[config.mk]
export PLATFORM = sky130hd
export DESIGN_NAME = rx_frame_assembler
export DESIGN_NICKNAME = d
export VERILOG_FILES = /design/src/rtl/rx_frame_assembler.sv
export SDC_FILE = /design/constraint.sdc
export NUM_CORES = 1
export LEC_CHECK = 0
export ABC_AREA = 1
export BUFFER_PORTS_ARGS = -buffer_cell sky130_fd_sc_hd__buf_2
export CAP_MARGIN = 20
export CORE_MARGIN = 5
export CORE_UTILIZATION = 46
export CTS_BUF_LIST = sky130_fd_sc_hd__clkbuf_8
export DETAILED_ROUTE_END_ITERATION = 10
export PLACE_DENSITY = 0.76
export SLEW_MARGIN = 20
export SYNTH_ARGS = -nofsm -noshare
export SYNTH_HDL_FRONTEND = slang
export SYNTH_SLANG_ARGS = --single-unit
export TNS_END_PERCENT = 30
[constraint.sdc]
create_clock -name clk -period 9.28 [get_ports clk]
set_clock_uncertainty 0.05 [all_clocks]
set_input_delay 1.856 -clock clk [delete_from_list [all_inputs] [get_ports clk]]
set_output_delay 1.856 -clock clk [all_outputs]
set_load 0.005 [all_outputs]
[src/rtl/rx_frame_assembler.sv]
// rx_frame_assembler: shifts UART bytes into a 128-bit cipher block, checks the
// CRC on the externally deciphered block and hands it off with valid/ready.
module rx_frame_assembler #(
    parameter int NBYTES         = 16,
    parameter int TIMEOUT_CYCLES = 100000
) (
    input  logic                  clk,
    input  logic                  reset,
    input  logic [7:0]            rx_byte,
    input  logic                  rx_done,
    input  logic                  rx_ferr,
    output logic [8*NBYTES-1:0]   cipher_block,
    input  logic [8*NBYTES-1:0]   plain_in,
    input  logic                  crc_ok,
    output logic [8*NBYTES-1:0]   data_out,
    output logic                  data_valid,
    input  logic                  data_ready,
    output logic                  crc_err,
    output logic                  rx_err,
    output logic                  timeout_err,
    output logic                  overrun,
    output logic [4:0]            byte_count,
    output logic                  busy
);
    localparam int TW = $clog2(TIMEOUT_CYCLES);
    localparam logic [TW-1:0] TLAST = TW'(TIMEOUT_CYCLES - 2);
    localparam logic [4:0] LAST = 5'(NBYTES - 1);

    typedef enum logic [1:0] {IDLE, COLLECT, CHECK, DELIVER} state_t;

    state_t               state_q, state_d;
    logic [8*NBYTES-1:0]  cipher_block_q, cipher_block_d;
    logic [8*NBYTES-1:0]  data_out_q, data_out_d;
    logic                 data_valid_q, data_valid_d;
    logic                 crc_err_q, crc_err_d;
    logic                 rx_err_q, rx_err_d;
    logic                 timeout_err_q, timeout_err_d;
    logic                 overrun_q, overrun_d;
    logic [4:0]           byte_count_q, byte_count_d;
    logic [TW-1:0]        tcnt_q, tcnt_d;

    always_ff @(posedge clk or posedge reset) begin
        if (reset) begin
            state_q        <= IDLE;
            cipher_block_q <= '0;
            data_out_q     <= '0;
            data_valid_q   <= 1'b0;
            crc_err_q      <= 1'b0;
            rx_err_q       <= 1'b0;
            timeout_err_q  <= 1'b0;
            overrun_q      <= 1'b0;
            byte_count_q   <= '0;
            tcnt_q         <= '0;
        end else begin
            state_q        <= state_d;
            cipher_block_q <= cipher_block_d;
            data_out_q     <= data_out_d;
            data_valid_q   <= data_valid_d;
            crc_err_q      <= crc_err_d;
            rx_err_q       <= rx_err_d;
            timeout_err_q  <= timeout_err_d;
            overrun_q      <= overrun_d;
            byte_count_q   <= byte_count_d;
            tcnt_q         <= tcnt_d;
        end
    end

    always_comb begin
        state_d        = state_q;
        cipher_block_d = cipher_block_q;
        data_out_d     = data_out_q;
        data_valid_d   = data_valid_q;
        crc_err_d      = 1'b0;
        rx_err_d       = 1'b0;
        timeout_err_d  = 1'b0;
        overrun_d      = overrun_q;
        byte_count_d   = byte_count_q;
        tcnt_d         = tcnt_q;
        case (state_q)
            IDLE, COLLECT: begin
                if (rx_done && rx_ferr) begin
                    rx_err_d       = 1'b1;
                    byte_count_d   = '0;
                    cipher_block_d = '0;
                    tcnt_d         = '0;
                    state_d        = IDLE;
                end else if (rx_done) begin
                    cipher_block_d = {cipher_block_q[8*NBYTES-9:0], rx_byte};
                    byte_count_d   = byte_count_q + 5'd1;
                    tcnt_d         = '0;
                    state_d        = (byte_count_q == LAST) ? CHECK : COLLECT;
                end else if (state_q == COLLECT) begin
                    // expiry fires on the cycle the counter would reach TIMEOUT_CYCLES-1
                    if (tcnt_q == TLAST) begin
                        timeout_err_d  = 1'b1;
                        byte_count_d   = '0;
                        cipher_block_d = '0;
                        tcnt_d         = '0;
                        state_d        = IDLE;
                    end else begin
                        tcnt_d = tcnt_q + 1'b1;
                    end
                end
            end
            CHECK: begin
                if (crc_ok) begin
                    data_out_d   = plain_in;
                    data_valid_d = 1'b1;
                    state_d      = DELIVER;
                end else begin
                    crc_err_d    = 1'b1;
                    byte_count_d = '0;
                    state_d      = IDLE;
                end
            end
            DELIVER: begin
                if (data_ready) begin
                    data_valid_d = 1'b0;
                    byte_count_d = '0;
                    state_d      = IDLE;
                end
            end
            default: state_d = IDLE;
        endcase
        if (rx_done && (state_q == CHECK || state_q == DELIVER)) overrun_d = 1'b1;
    end

    assign cipher_block = cipher_block_q;
    assign data_out     = data_out_q;
    assign data_valid   = data_valid_q;
    assign crc_err      = crc_err_q;
    assign rx_err       = rx_err_q;
    assign timeout_err  = timeout_err_q;
    assign overrun      = overrun_q;
    assign byte_count   = byte_count_q;
    assign busy         = (state_q != IDLE);
endmodule

### Word-level counts from Yosys, hierarchy flattened

Cells that the tools add are included.
W data, S select, Z words.

| storage, ports and cells | value |
|---|---|
| bits of input ports | 142 |
| output and inout port bits | 267 |
| logic and storage cells | 72 |
| register bits after elaboration | 285 |

| operators by class | value |
|---|---|
| reductions and logical operators | 15 |
| muxes and demuxes | 35 |
| equality and inequality tests | 10 |
| add/sub/neg operators | 2 |

Operators by type and width:

| cell | count |
|---|---|
| $mux W128 | 4 |
| $mux W17 | 4 |
| $mux W5 | 6 |
| $add A17 B1 Y17 const B | 1 |
| $eq A17 B17 Y1 const B | 1 |
| $pmux W5 S3 | 1 |
| $mux W2 | 7 |
| $mux W1 | 11 |
| $reduce_and A3 Y1 | 3 |
| $ne A4 B4 Y1 const B | 2 |
| $ne A2 B2 Y1 const B | 3 |
| $pmux W2 S3 | 1 |
| $reduce_bool A3 Y1 | 2 |
| $add A5 B1 Y5 const B | 1 |
| $eq A5 B4 Y1 const B | 1 |
| $eq A2 B2 Y1 const B | 2 |
| $reduce_and A2 Y1 | 2 |
| $reduce_and A4 Y1 | 1 |
| $reduce_bool A2 Y1 | 2 |
| $eq A2 B1 Y1 const B | 1 |
| $logic_and A1 B1 Y1 | 2 |
| $logic_not A2 Y1 | 1 |
| $pmux W1 S2 | 1 |
| $reduce_or A2 Y1 | 1 |
| $logic_or A1 B1 Y1 | 1 |

### Logic depth before layout (Yosys ltp)

Gate-level depths: netlist of the first run.

| depth | value |
|---|---|
| depth after elaboration | 6 |
| gate-level depth with buffers | 13 |

### Least setup slack after synthesis of the first run

No wires, ideal clock.

| timing | value |
|---|---|
| path kind | in2reg |
| start point | input port rx_done |
| end point | register cipher_block_q[125] (netlist: cipher_block[125]) |
| setup slack | 6.539 ns |
| data arrival time | 2.617 ns |
| stages on the path | 6 |
| path through | inv_1 -> nor2_1 -> buf_2 -> buf_2 -> nand2_1 -> o21ai_2 |

| on the way | value |
|---|---|
| longest elaborated chain between the ends | 3 |
| elaborated cells on any way between the ends | 6 |
| classes of those cells | 2 x mux; 4 x reduce/logical |

RTL lines:

| element | RTL line | source |
|---|---|---|
| start: declaration | 10 | `input logic rx_done,` |
| $logic_and A1 B1 Y1 | 81 | `if (rx_done && rx_ferr) begin` |
| $reduce_bool A3 Y1 (no source line) | n/a |  |
| $reduce_and A3 Y1 (no source line) | n/a |  |
| end signal: assignment | 56 | `cipher_block_q <= cipher_block_d;` |
| end: declaration | 32 | `logic [8*NBYTES-1:0] cipher_block_q, cipher_block_d;` |

Several ways; a longest one is shown, not always the timed one.
A chain may end at the register's enable or synchronous reset.

### Worst setup path in the final report of the first run

| timing | value |
|---|---|
| start point | input port crc_ok |
| end point | register data_out_q[5] (netlist: data_out[5]) |

| on the way | value |
|---|---|
| longest elaborated chain between the ends | 1 |

RTL lines:

| element | RTL line | source |
|---|---|---|
| start: declaration | 14 | `input logic crc_ok,` |
| $reduce_and A2 Y1 (no source line) | n/a |  |
| end signal: assignment | 57 | `data_out_q <= data_out_d;` |
| end: declaration | 33 | `logic [8*NBYTES-1:0] data_out_q, data_out_d;` |

Every way passes these cells.

==> results of run 1 <==
registers in the layout (all words and copies together) (netlist names):
name and cells:
state_q 2, crc_err 1, data_out 128, cipher_block 128
data_valid 1, tcnt_q 17, byte_count 5, rx_err 1
timeout_err 1, overrun 1
cell usage in the layout (no fill, tap or decap), drive strengths merged:
cell	instances
a21oi	2
a31oi	1
buf	416
clkbuf	59
clkinv	8
clkinvlp	2
dfrtp	285
diode	1
ha	4
inv	50
nand2	763
nand3	13
nand3b	2
nand4	5
nor2	42
nor3	3
o21ai	88
o21bai	2
or2	2
xnor2	3
xor2	3
worst min-delay path: stages, from the launching register on:
cell     delay [ps]
dfrtp_1         330
nand2_1          50
nand2_1          50
cells by family (layout without fill, tap and decap cells):
family / count (synthesis) / after routing / share of synthesized area [%]
AOI/OAI and AO/OA: 93 / 93 / 4.26
buffers and inverters: 99 / 535 / 4.54
DFF: 285 / 285 / 62.5
adders and majority gates: 4 / 4 / 0.438
other: 0 / 1 / 0
and+or+nand+nor: 830 / 830 / 27.8
xor gates and xnor gates: 6 / 6 / 0.460
worst min path at each step:
stage                     depth (start not counted)          start       endpoint
final                                             2   data_out[64]   data_out[64]
after global routing                              2   data_out[99]   data_out[99]
after CTS                                         2   data_out[57]   data_out[57]
after detailed placement                          2   data_out[57]   data_out[57]
after global placement                            2  data_out[109]  data_out[109]
after floorplan                                   1        overrun        overrun
metal layers:
metal  vias to the layer above  track usage (%)  share of wire, %
met5                         -                0             0.040
met4                         2             8.01               3.6
met3                        73             5.19               6.8
met2                       359             35.5                47
met1                      4546             30.5                42
li1                       4849                -                 -
final cells by class:
type	count	area (um^2)
fillers	2202	9840
clock buffers	59	812
clock inverters	27	119
well taps	324	405
multi-input cells	933	3800
repair buffers	416	2150
diodes	1	2.50
inverters	33	129
flip-flops and latches	285	7130
power groups by stage:
stage / clock, mW / sequential, mW / combinational, mW
final: 1.06 / 1.28 / 0.137
after global routing: 1.16 / 1.28 / 0.156
after CTS: 1.08 / 1.28 / 0.138
after detailed placement: 0 / 1.30 / 0.138
after global placement: 0 / 1.30 / 0.136
after floorplan: 0 / 1.30 / 0.0765
stage by stage:
stage	cell area [um^2]	total power, mW
finish	14500	2.47
CTS	14500	2.50
detailed placement	13600	1.44
global route	14500	2.60
global placement	13600	1.44
floorplan	11400	1.38
==> results.ini, run 1 <==
[clocking]
cts_setup_buffers = 0
cts_hold_buf = 0
cts.sinks = 285
clkTransAtPathRegs_ps = 60
cts_tree = yes
h-tree-depth = 2
cts_root_buf = clkbuf_8
cts_resized = 0
cts_buffer_depth = 3
cts_buffers = 47
insertion_delay_ps = 530

[power]
pwr-share-clk_pct = 42.7
power_frac_comb_pct = 5.5
p_switching_mw = 0.588
switching_share_pct = 23.8
pwr-share-seq_pct = 51.7
p_int_mw = 1.89
p_leak_nw = 8.70
powerDensity_mw_per_mm2 = 170
vdd_drop_max_mv = 0.108

[global_route]
grt_overflow = 0
grt_pass1_wl_um = 51300
grt_pass1_vias = 9479
grt_max_degree = 179
globalRouteTotalUtil_pct = 22.4
antenna_found_initial = 2

[yosys]
synth_commonest_cells = nand2_1, dfrtp_1, o21ai_1, nor2_1, inv_1
synth_edf_count = 0
synth_top_area_share_pct = 62.5
synthesis.nets = 1463
yosys_warnings = 0
synth_most_common_cell = nand2_1
ys_async_sr_fraction_pct = 100
syn_inst = 1317
ys_seq_area_share_pct = 62.5
avgSynthCellArea_um2 = 8.67
ys_seq_elements = 285
synth_area_mm2 = 0.0114
yosysUniqueCellTypes = 27
synth_ff_type = dfrtp_1
yosys-top-cells-area = dfrtp_1, nand2_1, o21ai_1
synth_top_area_cell = dfrtp_1

[placement]
place_ws_ps = 5040
dp_cells = 1989
hpwl_um = 23100
place_congestion = 0.944
port_buffers = 408

[detailed_routing]
dr.pass1.iters = 7
ant_nets = 0
vias = 9829
wl_um = 32500
drt_iter0_drc = 748
vias_per_cell = 4.73
wl_per_cell_um = 15.6
drcViolationCount = 0

[critical_path]
critical_path_class = primary input to flop
crit_buf_inv = 3
cp-end-kind = flop
crit_arrival_ps = 4120
timing.rr.start = state_q[0]
crit_path_max_incr_delay_ps = 760
r2r_cells = 6
crit_family = buffers and inverters
worstPathMaxFanout = 93
worstSetupPathDepth = 6
crit_path_start = crc_ok
cp.required_ps = 9690
r2r-end = data_out[5]
critPathLaunchType = primary input
rrSetupSlack_ps = 6420
crit_path_frequent_cell = nand2_1
cp_cell_sequence = buf_2 -> nand3_4 -> clkinv_2 -> buf_4 -> nand2_1 -> nand2_1
crit_path_end = data_out[5]
slowest_stage = buf_4

[status]
status = complete, no violations

[timing]
period_minus_slack_ps = 3710
worst_slew_pin_slew_ps = 942
slew_headroom_pct = 37.2
fmax_ghz = 0.269
finalSetupViolations = 0
hold_slack_ps = 419
finalHoldViolations = 0
drv_slew = 0
rsz0062_at_grt = false
setup_tns_ps = 0
setup_ws_ps = 5570
fin_crit_sh_pct = 40.0

[die]
die_width_um = 168
design.die.area_mm2 = 0.0281
die_h_um = 168
coreArea_mm2 = 0.0244
start_util_pct = 46.8
num_io_pins = 409
rows = 57

[final_layout]
post-route-util_pct = 59.6
area_growth_pct = 27.4
drive_gt1_share_pct = 28.6
fin_nets = 1862
final-instance-count-excl-fill = 2078

[min_path]
hp-class = flop to flop

[job]
drv_cap = 0

Power figures use the tool's default switching activity.
==> run 2, diff against run 1 <==
ABC_AREA = 0   (was 1)
PLACE_DENSITY = 0.77   (was 0.76)
clock period = 3.19 ns   (was 9.28 ns; I/O delays follow)
==> run 2 against run 1 <==
Effect of this change: flip-flop and latch count is the same; sequential power grew to 3.0 times the previous value; final cell count down 28%; clock power increased to 3.3 times the previous value; area after synthesis is 5.5% lower; count of clock-buffer cells in the layout grew 2; total power grew to 3.2 times the previous value; critical path depth stayed put; utilization increased by 1.2 points; first-iteration DRC count shrank 47%; setup slack got worse by 4700 ps; critical endpoint is now cipher_block[36]; combinational power grew to 3.8 times the previous value.
==> results.ini, run 2 <==
[yosys]
syn_inst = 718  ; -45%
ys_seq_elements = 285  ; unchanged
yosys-top-cells-area = dfrtp_1, mux2_2, a22o_1
synthesis.nets = 864  ; -41%
yosys_warnings = 0  ; unchanged
ys_seq_area_share_pct = 66.1  ; +3.7 points
synth_top_area_share_pct = 66.1  ; +3.7 points
synth_most_common_cell = dfrtp_1
synth_commonest_cells = dfrtp_1, a22o_1, mux2_2, nor2_1, nand2_1
avgSynthCellArea_um2 = 15.0  ; +73%
synth_area_mm2 = 0.0108  ; -5.5%
synth_edf_count = 0  ; unchanged
synth_top_area_cell = dfrtp_1
ys_async_sr_fraction_pct = 100  ; unchanged
yosysUniqueCellTypes = 46  ; +70%
synth_ff_type = dfrtp_1

[power]
pwr-share-clk_pct = 44.7  ; +2.0 points
pwr-share-seq_pct = 48.6  ; -3.1 points
power_frac_comb_pct = 6.6  ; +1.1 points
p_switching_mw = 1.81  ; +210%
p_int_mw = 6.09  ; +220%
powerDensity_mw_per_mm2 = 558  ; +230%
switching_share_pct = 22.9  ; -0.89 points
vdd_drop_max_mv = 0.343  ; +220%
p_leak_nw = 8.12  ; -6.6%

[global_route]
grt_pass1_vias = 7857  ; -17%
grt_overflow = 0  ; unchanged
grt_pass1_wl_um = 44100  ; -14%
antenna_found_initial = 4  ; +2
grt_max_degree = 133  ; -26%
globalRouteTotalUtil_pct = 20.9  ; -1.5 points

[placement]
place_congestion = 0.841  ; -11%
hpwl_um = 21000  ; -9.1%
port_buffers = 408  ; unchanged

[die]
rows = 56  ; -1.8%
design.die.area_mm2 = 0.0266  ; -5.2%
coreArea_mm2 = 0.0233  ; -4.6%
die_width_um = 163  ; -2.6%
start_util_pct = 46.3  ; -0.45 points
num_io_pins = 409  ; unchanged
die_h_um = 163  ; -2.6%

[detailed_routing]
ant_nets = 0  ; unchanged
vias = 7778  ; -21%
dr.pass1.iters = 4  ; -3
wl_per_cell_um = 19.5  ; +25%
drcViolationCount = 0  ; unchanged
drt_iter0_drc = 395  ; -47%
wl_um = 29200  ; -10%
vias_per_cell = 5.20  ; +10%

[clocking]
h-tree-depth = 2  ; unchanged
cts.sinks = 285  ; unchanged
cts_resized = 0  ; unchanged
cts_tree = yes
cts_buffers = 45  ; -4.3%
cts_buffer_depth = 3  ; unchanged
clkTransAtPathRegs_ps = 60  ; about the same
cts_root_buf = clkbuf_8
cts_hold_buf = 0  ; unchanged
cts_setup_buffers = 0  ; unchanged
insertion_delay_ps = 530  ; about the same

[timing]
period_minus_slack_ps = 2350
fin_crit_sh_pct = 73.6
finalHoldViolations = 0  ; unchanged
slew_headroom_pct = 49.7  ; +12 points
hold_slack_ps = 234  ; -186 ps
worst_slew_pin_slew_ps = 754  ; -187 ps
drv_slew = 0  ; unchanged
rsz0062_at_grt = false
finalSetupViolations = 0  ; unchanged
fmax_ghz = 0.426

[critical_path]
cp-end-kind = flop
cp.required_ps = 3560  ; -6130 ps
critPathLaunchType = flop
crit_arrival_ps = 2720  ; -1400 ps
r2r_cells = 6  ; unchanged
worstPathMaxFanout = 49  ; -47%
critical_path_class = flop to flop

[final_layout]
drive_gt1_share_pct = 53.9  ; +25 points
layout_common_cells = buf_2, dfrtp_1, a22o_1
post-route-util_pct = 60.9  ; +1.2 points
final.fill_count = 1863  ; -15%
fin_nets = 1283  ; -31%
area_growth_pct = 31.3
final_common_cell = buf_2

[status]
status = complete, no violations

[job]
drv_cap = 0  ; unchanged

[min_path]
hp-class = primary input to asynchronous set/reset pin

-- run 2: cell types whose count changed in the layout (fill, tap and decap cells not counted), moves of 4 or more --
cell	previous run	this run
nand2_1	760	19
nor2_1	39	20
o21ai_1	76	1
o21ai_2	4	0
a22o_1	0	131
bufinv_16	0	5
inv_1	47	14
mux2_2	0	128
-- run 2: path summary, 6_finish.rpt --
| kind | start | end | slack, ps |
|---|---|---|---|
| max in group asynchronous | reset | data_out[80] | 2190 |
| worst max-delay path | tcnt_q[12] | cipher_block[36] | 840 |
| worst min register to register | overrun | overrun | 410 |
| worst max register to register | tcnt_q[12] | cipher_block[36] | 840 |
| min in group clk | crc_ok | crc_err | 270 |
| worst min-delay path | reset | tcnt_q[3] | 230 |
-- run 2: final cells by class --
cell class | count | area (um^2) | share of cell area (%)
inverters | 5 | 22.5 | 0.159
diodes | 4 | 10.0 | 0.0707
clock buffers | 61 | 840 | 5.93
repair buffers | 419 | 2190 | 15.4
multi-input cells | 381 | 3350 | 23.6
clock inverters | 21 | 221 | 1.56
well taps | 319 | 399 | 2.82
flip-flops and latches | 285 | 7130 | 50.4
-- run 2: critical path, cell delays in order (launching register included) --
cell and delay, ps:
dfrtp_1 450, or4_4 570, nor3_4 220, a21o_4 190, nand2_4 140, buf_4 340
a22o_1 240
-- run 2: cell families after synthesis --
logic type,Yosys count,synth area share [%]
flip-flops,285,66.1
multiplexers,128,13.4
XOR/XNOR,10,0.812
buffers and inverters,52,2.90
AND/OR/NAND/NOR,85,4.29
AO/OA/AOI/OAI,154,12.0
adder cells (fa/ha/maj),4,0.464
-- run 2: metal layers --
| metal | part of all wire (%) | global-route usage (%) | vias to the layer above |
|---|---|---|---|
| met1 | 39 | 26.3 | 3856 |
| met4 | 3.5 | 8.01 | 0 |
| met3 | 9.1 | 7.34 | 67 |
| met5 | 0 | 0 | - |
| li1 | - | - | 3506 |
| met2 | 48 | 33.6 | 349 |
-- run 2: per-stage QoR --
stage | setup WS, ps | cell area (um^2) | TNS, ps | instances | power (mW)
4_1_cts | 864 | 14100 | 0 | 1491 | 8.00
5_1_grt | 738 | 14200 | 0 | 1495 | 8.25
2_1_floorplan | -1280 | 10800 | -363450 | 718 | 4.16
6_report | 844 | 14200 | 0 | 1495 | 7.90
3_3_place_gp | 925 | 13100 | 0 | 1409 | 4.43
3_5_place_dp | 861 | 13100 | 0 | 1409 | 4.44
-- run 2: power by group through the flow --
stage	combinational, mW	sequential (mW)	clock, mW
finish	0.525	3.84	3.53
global route	0.589	3.86	3.80
CTS	0.537	3.84	3.62
detailed placement	0.538	3.90	0
global placement	0.525	3.90	0
floorplan	0.268	3.89	0
